--- config.mk ---
export PLATFORM = sky130hd
export DESIGN_NAME = status_led_controller
export DESIGN_NICKNAME = d
export VERILOG_FILES = /design/src/rtl/status_led_pkg.sv /design/src/rtl/status_led_channel.sv /design/src/rtl/status_led_controller.sv
export SDC_FILE = /design/constraint.sdc
export NUM_CORES = 1
export LEC_CHECK = 0
export CAP_MARGIN = 40
export CELL_PAD_IN_SITES_DETAIL_PLACEMENT = 1
export CELL_PAD_IN_SITES_GLOBAL_PLACEMENT = 2
export CORE_MARGIN = 4
export CORE_UTILIZATION = 25
export CTS_CLUSTER_DIAMETER = 200
export DETAILED_ROUTE_END_ITERATION = 8
export PLACE_DENSITY = 0.67
export SETUP_SLACK_MARGIN = 0.2
export SLEW_MARGIN = 0
export SYNTH_ARGS = -nofsm -noshare
export SYNTH_HDL_FRONTEND = slang
export SYNTH_SLANG_ARGS = --single-unit
--- constraint.sdc ---
create_clock -name clk -period 3.18 [get_ports clk]
set_clock_uncertainty 0.1 [all_clocks]
set_input_delay 0.795 -clock clk [delete_from_list [all_inputs] [get_ports clk]]
set_output_delay 0.795 -clock clk [all_outputs]
set_load 0.03 [all_outputs]
--- src/rtl/status_led_pkg.sv ---
// Shared mode encodings and the per-channel output selector for the status LED bank.
package status_led_pkg;

    localparam logic [1:0] MODE_LEVEL   = 2'b00;
    localparam logic [1:0] MODE_STRETCH = 2'b01;
    localparam logic [1:0] MODE_STICKY  = 2'b10;
    localparam logic [1:0] MODE_BLINK   = 2'b11;

    function automatic logic led_mode_sel(
        input logic [1:0] mode,
        input logic       ev,
        input logic       stretch_act,
        input logic       sticky,
        input logic       blink_ph
    );
        logic val;
        val = 1'b0;
        case (mode)
            MODE_LEVEL:   val = ev;
            MODE_STRETCH: val = stretch_act;
            MODE_STICKY:  val = sticky | ev;
            MODE_BLINK:   val = stretch_act & blink_ph;
            default:      val = 1'b0;
        endcase
        return val;
    endfunction

endpackage

--- src/rtl/status_led_channel.sv ---
// One LED channel: retriggerable stretch counter plus sticky latch, both always running,
// with the mode only choosing which view drives the logical LED value.
module status_led_channel
    import status_led_pkg::*;
#(
    parameter int STRETCH_W = 23
) (
    input  logic       clk,
    input  logic       rst_n,
    input  logic       ev,
    input  logic [1:0] mode,
    input  logic       clr_sticky,
    input  logic       blink_ph,
    output logic       led_val
);

    localparam logic [STRETCH_W-1:0] CNT_ONE = 1;

    logic [STRETCH_W-1:0] cnt_q, cnt_d;
    logic                 sticky_q, sticky_d;
    logic                 stretch_act;

    always_comb begin
        cnt_d = cnt_q;
        if (ev) begin
            cnt_d = '1;
        end else if (cnt_q != '0) begin
            cnt_d = cnt_q - CNT_ONE;
        end
    end

    // Set dominates clear when both arrive in the same cycle.
    always_comb begin
        sticky_d = sticky_q;
        if (ev) begin
            sticky_d = 1'b1;
        end else if (clr_sticky) begin
            sticky_d = 1'b0;
        end
    end

    always_ff @(posedge clk) begin
        if (!rst_n) begin
            cnt_q    <= '0;
            sticky_q <= 1'b0;
        end else begin
            cnt_q    <= cnt_d;
            sticky_q <= sticky_d;
        end
    end

    assign stretch_act = ev | (cnt_q != '0);
    assign led_val     = led_mode_sel(mode, ev, stretch_act, sticky_q, blink_ph);

endmodule

--- src/rtl/status_led_controller.sv ---
// N-channel status LED controller: per-channel mode logic, free-running heartbeat,
// lamp test override and board polarity on the registered LED pins.
module status_led_controller
    import status_led_pkg::*;
#(
    parameter int NUM_CH     = 8,
    parameter int STRETCH_W  = 23,
    parameter int HB_W       = 24,
    parameter int BLINK_BIT  = 21,
    parameter int ACTIVE_LOW = 0
) (
    input  logic                clk,
    input  logic                rst_n,
    input  logic [NUM_CH-1:0]   ev,
    input  logic [2*NUM_CH-1:0] ch_mode,
    input  logic [NUM_CH-1:0]   clr_sticky,
    input  logic                lamp_test,
    output logic [NUM_CH-1:0]   led,
    output logic                hb_out
);

    localparam logic            POL    = (ACTIVE_LOW != 0);
    localparam logic [HB_W-1:0] HB_ONE = 1;

    logic [HB_W-1:0]   hb_cnt_q, hb_cnt_d;
    logic [NUM_CH-1:0] led_q, led_d;
    logic [NUM_CH-1:0] ch_val;

    for (genvar i = 0; i < NUM_CH; i++) begin : g_ch
        status_led_channel #(
            .STRETCH_W (STRETCH_W)
        ) u_ch (
            .clk        (clk),
            .rst_n      (rst_n),
            .ev         (ev[i]),
            .mode       (ch_mode[2*i +: 2]),
            .clr_sticky (clr_sticky[i]),
            .blink_ph   (hb_cnt_q[BLINK_BIT]),
            .led_val    (ch_val[i])
        );
    end

    // Lamp test only masks the output register; channel state keeps evolving underneath.
    always_comb begin
        hb_cnt_d = hb_cnt_q + HB_ONE;
        led_d    = lamp_test ? '1 : ch_val;
    end

    always_ff @(posedge clk) begin
        if (!rst_n) begin
            hb_cnt_q <= '0;
            led_q    <= '0;
        end else begin
            hb_cnt_q <= hb_cnt_d;
            led_q    <= led_d;
        end
    end

    assign led    = led_q ^ {NUM_CH{POL}};
    assign hb_out = hb_cnt_q[HB_W-1] ^ POL;

endmodule

# Word-level counts from Yosys, hierarchy flattened
# Cells that the tools add are included.
[totals]
wordCells = 148
regBits = 224
in_bits = 35
output_inout_bits = 9
[classes]
bitwise = 24
add_sub_neg = 9
n_eq_ne = 24
n_mux = 41
reduce_logical = 32
[ops]
columns = ["operator", "count"]
rows = [
  ["2-to-1 mux 23 bit", 16],
  ["nonzero test 23 bit", 8],
  ["subtractor 23 x 1 -> 23 bit (second input constant)", 8],
  ["== test 2 bit (second input constant)", 16],
  ["one-hot mux 1 bit (4 select lines)", 8],
  ["nonzero test 2 bit", 16],
  ["adder 24 x 1 -> 24 bit (second input constant)", 1],
  ["== test 2 x 1 -> 1 bit (second input constant)", 8],
  ["logical NOT 2 bit", 8],
  ["2-to-1 mux 1 bit", 16],
  ["OR 1 bit", 16],
  ["bitwise AND 1 bit", 8],
  ["2-to-1 mux 8 bit", 1],
]

# Depth between registers and ports, before layout
# Gate-level depths: netlist (run 1).
[logic_depth]
depth_word = 5
depth_mapped = 9
depth_no_buf = 7

# Modules after synthesis
# A second synthesis (run 1) with hierarchy kept.
[unflattened]
hier_cells = 1451
area_unflattened_um2 = 12224.2
[by_module_without_submodules]
columns = ["module", "n_inst", "area_each_um2", "seq_area_each_um2", "cells_each"]
rows = [
  ["status_led_channel", 8, 1366.3, 480.5, 163],
  ["status_led_controller", 1, 1293.7, 640.6, 147],
]

# Least setup slack after synthesis (run 1)
# OpenSTA, ideal clock, no wires.
[synth_path]
path_type = "register -> register"
from = "register g_ch[6].u_ch.cnt_q[0]"
to = "register g_ch[6].u_ch.cnt_q[12]"
path_buffers = 2
required_time_ps = 2960
setup_slack_ps = 757
setup_time_ps = 120
synth_period_minus_slack_ps = 2423
stages_incl_launch_ff = 10
arrival_time_ps = 2203
cell_sequence = "dfxtp_1 inv_1 ha_1 or4b_2 nor4_2 and2_1 buf_2 buf_2 nor3_1 o31a_1"
[synth_between]
elab_chain_len = 3
elab_cells_between_ends = 5
cone_classes = "add/sub (1); mux (2); reduce/logical (2)"
[synth_lines]
columns = ["element", "line", "source"]
rows = [
  ["start, declared", "status_led_channel.sv:19", "logic [STRETCH_W-1:0] cnt_q, cnt_d;"],
  ["start signal, assigned", "status_led_channel.sv:47", "cnt_q <= cnt_d;"],
  ["subtractor 23 x 1 -> 23 bit", "status_led_channel.sv:28", "cnt_d = cnt_q - CNT_ONE;"],
  ["2-to-1 mux 23 bit", "status_led_channel.sv:27", "end else if (cnt_q != '0) begin"],
  ["2-to-1 mux 23 bit", "status_led_channel.sv:25", "if (ev) begin"],
]
# Parallel ways exist; a longest one is shown, timed or not. The select of a mux whose other input is x is not followed.
# A chain may end at the register's enable or synchronous reset.

# Worst setup path in the final report (run 1)
[layout_path]
from = "register g_ch[6].u_ch.cnt_q[0]"
to = "register led_q[6], in the netlist led[6]"
[layout_between]
elab_chain_len = 5
[layout_lines]
columns = ["element", "line", "source"]
rows = [
  ["nonzero test 23 bit (*)", "status_led_channel.sv:52", "assign stretch_act = ev | (cnt_q != '0);"],
  ["OR 1 bit (*)", "status_led_channel.sv:52", ""],
  ["bitwise AND 1 bit", "status_led_pkg.sv:22", "MODE_BLINK: val = stretch_act & blink_ph;"],
  ["one-hot mux 1 bit (4 select lines) (*)", "status_led_pkg.sv:18", "case (mode)"],
  ["2-to-1 mux 8 bit (*)", "status_led_controller.sv:46", "led_d = lamp_test ? '1 : ch_val;"],
  ["end signal, assigned", "status_led_controller.sv:55", "led_q <= led_d;"],
  ["end, declared", "status_led_controller.sv:26", "logic [NUM_CH-1:0] led_q, led_d;"],
]
# Every way passes the cells marked *; elsewhere a longest branch is shown, timed or not.

==> results of run 1 <==
==> sequential cells by signal (all words and copies together) (netlist names) <==
name,count
g_ch.u_ch.cnt_q,184
hb_cnt_q,24
led,8
g_ch.u_ch.sticky_q,8
==> cells in the final DEF, fill, tap and decap left out, types with 7 or more instances in the layout <==
cell type	instances
nand3b_1	12
and4_1	8
xnor2_1	77
o31a_1	14
nor4_1	55
ha_1	17
inv_1	35
dfxtp_1	224
nand4b_1	11
nand2_1	43
nand4_1	24
nor4b_1	16
o21ai_0	41
o21a_1	74
nand3_1	42
or4_1	23
nor2_1	93
a31oi_1	25
clkdlybuf4s50_1	42
nand2b_1	10
o211ai_1	11
nor3_1	46
o31ai_1	7
buf_4	40
a21oi_1	112
clkbuf_16	29
or2_2	13
a211oi_1	7
or3_1	41
xor2_1	66
mux2i_1	8
==> timing repair <==
action | CTS | global route
setup endpoints to repair | 0 | 7
resized for setup | 0 | 2
setup buffers | 0 | 0
==> path summary, 6_finish.rpt <==
path                      end  slack, ns  cells after the start
setup / recovery       led[6]       0.56                      7
hold / removal    hb_cnt_q[0]       0.37                      1
setup reg to reg       led[6]       0.56                      7
hold reg to reg   hb_cnt_q[0]       0.37                      1
==> per-layer routing <==
layer / GRT usage / share of wire / vias up / wire [microns]
met1: 0.158 / 0.48 / 4630 / 14200
met3: 0.0220 / 0.030 / 38 / 891
met5: 0 / 0 / - / 0
met2: 0.210 / 0.47 / 74 / 13700
li1: - / - / 4766 / -
met4: 0.0253 / 0.019 / 0 / 566
==> cell families after synthesis <==
kind of cell               share of synthesized area
and+or+nand+nor                                0.239
AOI/OAI and AO/OA                              0.180
DFF                                            0.403
xor gates and xnor gates                       0.113
buffers and inverters                         0.0371
adders and majority gates                     0.0191
muxes                                        0.00822
==> critical path: stages, from the launching register on <==
cell and delay (ns):
dfxtp_1 0.34, inv_1 0.09, ha_1 0.17, or4b_2 0.65
nor4_4 0.29, nand2_1 0.27, a2111oi_0 0.48, a311oi_1 0.10
==> metrics by stage <==
stage               setup slack (ns)   util  hold WS (ns)  power [mW]
detailed placement             0.375  0.283         0.365        4.15
CTS                            0.363  0.306         0.377        7.71
floorplan                      0.757      -         0.330        3.85
global placement               0.440  0.283         0.349        4.12
finish                         0.562  0.306         0.373        7.56
global route                   0.357  0.306         0.388        7.93
==> area by class of cell <==
type                       instances  area (sq um)  area share
clock buffer                      37           806      0.0604
timing repair buffer              83           741      0.0555
inverter                          36           138      0.0103
multi-input combinational        947          6230       0.467
tap                              585           732      0.0549
sequential                       224          4480       0.336
clock inverter                    15           214      0.0160
==> report_power, final <==
group,switching (mW),internal [mW],total [mW]
Sequential,0.199,3.01,3.21
Clock,1.29,2.18,3.48
Combinational,0.470,0.397,0.867
Total,1.96,5.59,7.56
==> Yosys cell counts (all sizes together), types with 4 or more instances <==
master,instances,area [sq um]
buf,5,30.0
o31a,14,123
nand2,43,161
and3,4,25.0
nand3b,12,90.1
or2,13,81.3
ha,17,213
clkbuf,66,248
or3,41,257
nand2b,10,62.6
nand3,42,210
xnor2,77,674
o21ai,42,210
mux2i,8,80.1
o211ai,11,82.6
nor3,47,240
nand4,24,150
a21oi,112,561
a31oi,25,156
nor3b,5,37.5
nor2,93,349
nor4,57,369
inv,36,135
a311oi,4,35.0
a211oi,7,52.6
o21a,74,556
nand4b,11,96.3
or4,25,195
dfxtp,224,4480
and4,8,70.1
nor4b,18,170
xor2,66,578
o311a,4,40.0
o31ai,7,52.6
==> impl_metrics.ini, run 1 <==
[final_layout]
fillers = 5070
post-route-cell-area_sq_mm = 0.0133
area_growth_pct = 20.0
final_nets = 1372
instances_no_fill = 1927
diodes = 0
drive_gt1_frac = 0.0864

[power_and_ir_drop]
cellLeakagePower_nw = 4.53
power.density_mw_per_mm2 = 566
peakVddDrop_mv = 0.344

[route]
routed_wl_microns = 29400
routedWlPerCell_microns = 15.2
ant_nets = 0
vias = 9508
route.detailed.drc = 0
firstDrtPassIters = 4
via_per_inst = 4.93
drtIter0Drc = 309

[critical_path]
cp_data_required_time_ns = 3.50
crit_fanout = 8
critPathCaptureType = flop
cp-start-kind = flop
worstSetupStartpoint = g_ch[6].u_ch.cnt_q[0]
path_class = flop to flop
worst_ep_arrival_time_ns = 2.94
timing.rr.start = g_ch[6].u_ch.cnt_q[0]

[global_routing]
grt_max_degree = 47
grt_pass1_wl_microns = 49400
antenna_found_initial = 0
grt.overflow.total = 0
grt_usage = 0.121
first_global_vias = 9817

[cts]
cts_tree = built
clockRootBuffer = clkbuf_16
clk_path_buf_depth = 3
worstSkewPairLatency_ns = 0.55
ctsHtreeMaxLevel = 1
cts.sinks = 224
path_clk_slew_ns = 0.06
postCtsHoldBufs = 0
cts_buffers = 28

[synthesis]
syn-num-nets = 1330
synth_edf_count = 0
avgSynthCellArea_sq_um = 8.70
synth_cell_types = 57
ys.warnings.count = 0
synth_seq_cells = 224
netlist_instances = 1278
seq_area_frac_synth = 0.403
synthesis.area_sq_mm = 0.0111
ys.flop_type = dfxtp_1
synthArstFlopShare = 0

[timing]
setup_viol = 0
final-hold-violation-count = 0
relSlewSlack = 0.532
worst_pin_slew_ns = 0.701
rsz0062_at_grt = no
fin_crit_sh = 0.823
clock.fmax_mhz = 382
tns_ns = 0
drv_slew = 0
period_minus_slack_ns = 2.62

[die]
ios = 44
die_h_microns = 219
design.core.area_sq_mm = 0.0436
dieArea_sq_mm = 0.0479
row_count = 76
start_util = 0.255
die_x_microns = 219

[placed_design]
placed_cells = 1875
dp_hpwl_microns = 19800
port_buffers = 43
dpl-instance-area_sq_mm = 0.0123
gp_congestion = 0.735

[status]
status = completed

[worst_hold_path]
worstHoldStart = hb_cnt_q[0]
hold_path_class = flop to flop

[job]
max_cap_viol_count = 0
Note: power is estimated with default switching activity, not from simulation.
==> inputs of run 2 (changes only) <==
==> constraint.sdc (replaced) <==
create_clock -name clk -period 2.6 [get_ports clk]
set_clock_uncertainty 0.1 [all_clocks]
set_input_delay 0.65 -clock clk [delete_from_list [all_inputs] [get_ports clk]]
set_output_delay 0.65 -clock clk [all_outputs]
set_load 0.03 [all_outputs]
==> run 2 against run 1 <==
Compared with the run above:
- register-to-register slack worse by 0.29 ns
- combinational power is 26% higher
- die area stayed put
- global-route usage is 0.17 points lower
- design area is 1.8% higher
- routed wire length is 1.2% lower
==> impl_metrics.ini, run 2 (synthesis results as in run 1) <==
[status]
status = completed

[critical_path]
r2r_cells = 6
cp_data_required_time_ns = 2.92
critPathCaptureType = flop
path_class = flop to flop
path_depth = 6
max_stage_delay_ns = 0.56
crit_fanout = 7
path_buf_inv = 1
cp_top_family = simple AND/OR/NAND/NOR gates
cp-start-kind = flop
worst_ep_arrival_time_ns = 2.65
slowest_stage = or4_4
path_cells = or4_4 -> buf_4 -> nor2_1 -> nand4_1 -> a2111oi_2 -> a311oi_1

[global_routing]
grt_pass1_wl_microns = 49000
grt_max_degree = 46
first_global_vias = 9785
grt.overflow.total = 0
grt_usage = 0.120
antenna_found_initial = 0

[worst_hold_path]
hold_path_class = flop to flop
holdPathStages = 1

[timing]
worst_pin_slew_ns = 0.641
rsz0062_at_grt = yes
clock.fmax_mhz = 430
relSlewSlack = 0.569
period_minus_slack_ns = 2.32
drv_slew = 0
hold_ws_ns = 0.370
final-hold-violation-count = 0
setup_viol = 0
fin_crit_sh = 0.894
tns_ns = 0

[route]
via_per_inst = 4.88
drtIter0Drc = 343
route.met3.wl_microns = 827
firstDrtPassIters = 4
route.detailed.drc = 0
wl_met1_microns = 14400
ant_nets = 0
vias = 9526
routed.top_layer = met4
routed_wl_microns = 29000
dr_wl_met2_microns = 13200
routedWlPerCell_microns = 14.9

[cts]
cts.sinks = 224
clk_path_buf_depth = 3
path_clk_slew_ns = 0.06
clockRootBuffer = clkbuf_16
ctsHtreeMaxLevel = 1
postCtsHoldBufs = 0
cts_tree = built
worstSkewPairLatency_ns = 0.55
cts_buffers = 28

[power_and_ir_drop]
switchingPower_mw = 2.36
cellLeakagePower_nw = 4.68
combinationalPowerShare = 0.121
switching_share = 0.262
seqPwrFrac = 0.437
power_frac_clock = 0.442
peakVddDrop_mv = 0.411
power.density_mw_per_mm2 = 664
p_int_mw = 6.65

[final_layout]
drive_gt1_frac = 0.111
final_nets = 1399
final_cell_mix = dfxtp_1, a21oi_1, nor2_1
area_growth_pct = 22.2
layout_commonest_cell = dfxtp_1
instances_no_fill = 1953
largest_register = g_ch.u_ch.cnt_q
top_regs = g_ch.u_ch.cnt_q: 184 flops, hb_cnt_q: 24 flops
fillers = 5131
diodes = 0
largest_register_ffs = 184

[die]
die_x_microns = 219
ios = 44
row_count = 76
start_util = 0.255
die_h_microns = 219
design.core.area_sq_mm = 0.0436
dieArea_sq_mm = 0.0479

[placed_design]
port_buffers = 43
gp_congestion = 0.755
dp_hpwl_microns = 19500
placed_cells = 1895

[job]
max_cap_viol_count = 0
==> run 2: cell count changes in the layout (fill, tap and decap cells not counted), sizes merged, moves of 2 or more <==
cell           previous run  this run
clkinvlp                  4         1
clkdlybuf4s50            42        40
buf                      41        68
dlygate4sd2               0         2
clkbuf                   37        42
bufinv                    5         2
==> run 2: worst paths after layout <==
kind / startpoint / end / slack, ns
max reg2reg: g_ch[7].u_ch.cnt_q[6] / led[7] / 0.28
max: g_ch[7].u_ch.cnt_q[6] / led[7] / 0.28
min reg2reg: hb_cnt_q[0] / hb_cnt_q[0] / 0.37
min: hb_cnt_q[0] / hb_cnt_q[0] / 0.37
==> run 2: through the flow <==
step	worst slack [ns]	util	power, mW	instance area [sq um]
floorplan	0.213	-	4.71	11100
global placement	0.199	0.287	5.06	12500
detailed placement	0.165	0.287	5.10	12500
CTS	0.218	0.310	9.18	13500
global route	0.167	0.312	9.49	13600
finish	0.275	0.312	9.01	13600
==> run 2: power groups by stage <==
stage	logic, mW	registers [mW]	clock network (mW)
after floorplan	0.753	3.96	0
after global placement	1.07	3.99	0
after detailed placement	1.09	4.00	0
after CTS	1.10	3.93	4.15
after global routing	1.23	3.98	4.28
final	1.09	3.93	3.98
==> run 2: repair_timing <==
| item | CTS | global route |
|---|---|---|
| endpoints found under the setup margin | 9 | 42 |
| gates resized for setup | 6 | 14 |
| pin swaps | 1 | 5 |
| setup buffers | 2 | 5 |
==> run 2: metal layers <==
metal | global-route usage | vias up
met3 | 0.0204 | 32
met2 | 0.202 | 75
met4 | 0.0242 | 0
met1 | 0.161 | 4609
met5 | 0 | -
li1 | - | 4810
==> run 2: layout make-up <==
type | instances | area [sq um] | share of cell area
inverters | 36 | 138 | 0.0101
clock inverters | 9 | 97.6 | 0.00719
flip-flops and latches | 224 | 4480 | 0.330
well taps | 585 | 732 | 0.0539
repair buffers | 110 | 982 | 0.0723
multi-input cells | 947 | 6290 | 0.463
clock buffers | 42 | 855 | 0.0629
==> inputs of run 3 (changes only) <==
--- a/config.mk
+++ b/config.mk
@@ -5,14 +5,14 @@
 export SDC_FILE = /design/constraint.sdc
 export NUM_CORES = 1
 export LEC_CHECK = 0
-export CAP_MARGIN = 40
+export CAP_MARGIN = 20
 export CELL_PAD_IN_SITES_DETAIL_PLACEMENT = 1
 export CELL_PAD_IN_SITES_GLOBAL_PLACEMENT = 2
 export CORE_MARGIN = 4
 export CORE_UTILIZATION = 25
 export CTS_CLUSTER_DIAMETER = 200
 export DETAILED_ROUTE_END_ITERATION = 8
-export PLACE_DENSITY = 0.67
+export PLACE_DENSITY_LB_ADDON = 0.1
 export SETUP_SLACK_MARGIN = 0.2
 export SLEW_MARGIN = 0
 export SYNTH_ARGS = -nofsm -noshare
==> run 3 against run 2 <==
Compared with the run above:
- via count up 0.26%
- core utilization about the same
- global-route usage up 0.78 points
- worst hold slack worse by 0.0068 ns
- final cell count up 0.31%
- non-clock buffer count up 8
- count of clock-buffer cells in the layout up 3
- combinational power about the same
- design area down 0.10%
==> impl_metrics.ini, run 3 (synthesis results as in run 1) <==
[status]
status = completed

[power_and_ir_drop]
power.density_mw_per_mm2 = 657
power_frac_clock = 0.435
cellLeakagePower_nw = 4.69
seqPwrFrac = 0.441
switchingPower_mw = 2.38
switching_share = 0.268
peakVddDrop_mv = 0.331
combinationalPowerShare = 0.124
p_int_mw = 6.53

[timing]
rsz0062_at_grt = no
tns_ns = 0
setup_ws_ns = 0.313
final-hold-violation-count = 0
fin_crit_sh = 0.880
drv_slew = 0
relSlewSlack = 0.555
period_minus_slack_ns = 2.29
worst_pin_slew_ns = 0.661
setup_viol = 0
clock.fmax_mhz = 437

[global_routing]
grt_pass1_wl_microns = 51200
grt.overflow.total = 0
grt_usage = 0.127
grt_max_degree = 71
antenna_found_initial = 0
first_global_vias = 9775

[critical_path]
path_class = flop to output pin
path_cells = clkdlybuf4s50_1
worst_ep_arrival_time_ns = 1.54
slowest_stage = clkdlybuf4s50_1
cp-start-kind = flop
critPathCaptureType = output pin
path_buf_inv = 1
max_stage_delay_ns = 0.67
crit_fanout = 1
cp_top_family = buffers and inverters
cp_data_required_time_ns = 1.85

[route]
drtIter0Drc = 359
vias = 9551
firstDrtPassIters = 4
routed_wl_microns = 30500
route.detailed.drc = 0
via_per_inst = 4.88
ant_nets = 0
routedWlPerCell_microns = 15.6

[final_layout]
largest_register_ffs = 184
drive_gt1_frac = 0.107
top_regs = g_ch.u_ch.cnt_q: 184 flops, hb_cnt_q: 24 flops
final_nets = 1408
area_growth_pct = 22.0
final_cell_mix = dfxtp_1, a21oi_1, nor2_1
diodes = 0
instances_no_fill = 1959
largest_register = g_ch.u_ch.cnt_q
layout_commonest_cell = dfxtp_1

[cts]
path_clk_slew_ns = 0.06
postCtsHoldBufs = 0
cts_tree = built
worstSkewPairLatency_ns = 0.56
cts.sinks = 224
clk_path_buf_depth = 3
cts_buffers = 29
clockRootBuffer = clkbuf_16
ctsHtreeMaxLevel = 1

[placed_design]
gp_congestion = 0.706
dp_slack_ns = 0.170
dp_hpwl_microns = 20300
placed_cells = 1901
port_buffers = 43

[die]
start_util = 0.255
die_x_microns = 219
dieArea_sq_mm = 0.0479
row_count = 76
die_h_microns = 219
design.core.area_sq_mm = 0.0436
ios = 44

[job]
max_cap_viol_count = 0

[worst_hold_path]
hold_path_class = flop to flop
==> run 3: cell types whose count changed in the layout (fill, tap and decap cells not counted), sizes merged <==
cell and change:
clkinv -3, buf +8, clkbuf +3, clkdlybuf4s50 -1, dlygate4sd2 +1, clkinvlp -1
bufinv -1
==> run 3: cell type report <==
type / count / area [sq um]
clock buffers: 45 / 856
clock inverters: 4 / 45.0
fillers: 5077 / 30000
inverters: 36 / 138
multi-input cells: 947 / 6270
flip-flops and latches: 224 / 4490
well taps: 585 / 732
repair buffers: 118 / 1040
==> run 3: layer usage <==
| metal | track usage | share of wire |
|---|---|---|
| met5 | 0 | 0 |
| met4 | 0.0301 | 0.021 |
| met3 | 0.0216 | 0.028 |
| met2 | 0.211 | 0.45 |
| met1 | 0.174 | 0.50 |
==> run 3: what timing repair did <==
| item | in CTS | in global routing |
|---|---|---|
| pin swaps | 0 | 8 |
| resized for setup | 4 | 12 |
| endpoints found under the setup margin | 5 | 35 |
| setup buffers | 0 | 9 |
| endpoints found under the hold margin | 0 | 0 |
==> run 3: power by group through the flow <==
stage | registers (mW) | clock network, mW | logic [mW]
6_report | 3.93 | 3.88 | 1.10
5_1_grt | 3.98 | 4.19 | 1.25
4_1_cts | 3.93 | 4.08 | 1.12
3_5_place_dp | 4.00 | 0 | 1.11
3_3_place_gp | 4.00 | 0 | 1.10
2_1_floorplan | 3.96 | 0 | 0.753
==> run 3: worst paths after layout <==
kind | endpoint | cells after the start | slack [ns] | start
hold reg to reg | hb_cnt_q[0] | 1 | 0.36 | hb_cnt_q[0]
hold / removal | hb_cnt_q[0] | 1 | 0.36 | hb_cnt_q[0]
setup reg to reg | g_ch[7].u_ch.cnt_q[18] | 5 | 0.33 | g_ch[7].u_ch.cnt_q[11]
setup / recovery | led[1] | 1 | 0.31 | led[1]
==> run 3: per-stage QoR <==
| step | utilization | power, mW | hold slack, ns | cell area, sq um |
|---|---|---|---|---|
| 2_1_floorplan | - | 4.71 | 0.330 | 11100 |
| 4_1_cts | 0.309 | 9.13 | 0.356 | 13500 |
| 3_5_place_dp | 0.288 | 5.12 | 0.355 | 12600 |
| 5_1_grt | 0.311 | 9.42 | 0.377 | 13600 |
| 3_3_place_gp | 0.288 | 5.10 | 0.345 | 12600 |
| 6_report | 0.311 | 8.91 | 0.363 | 13600 |
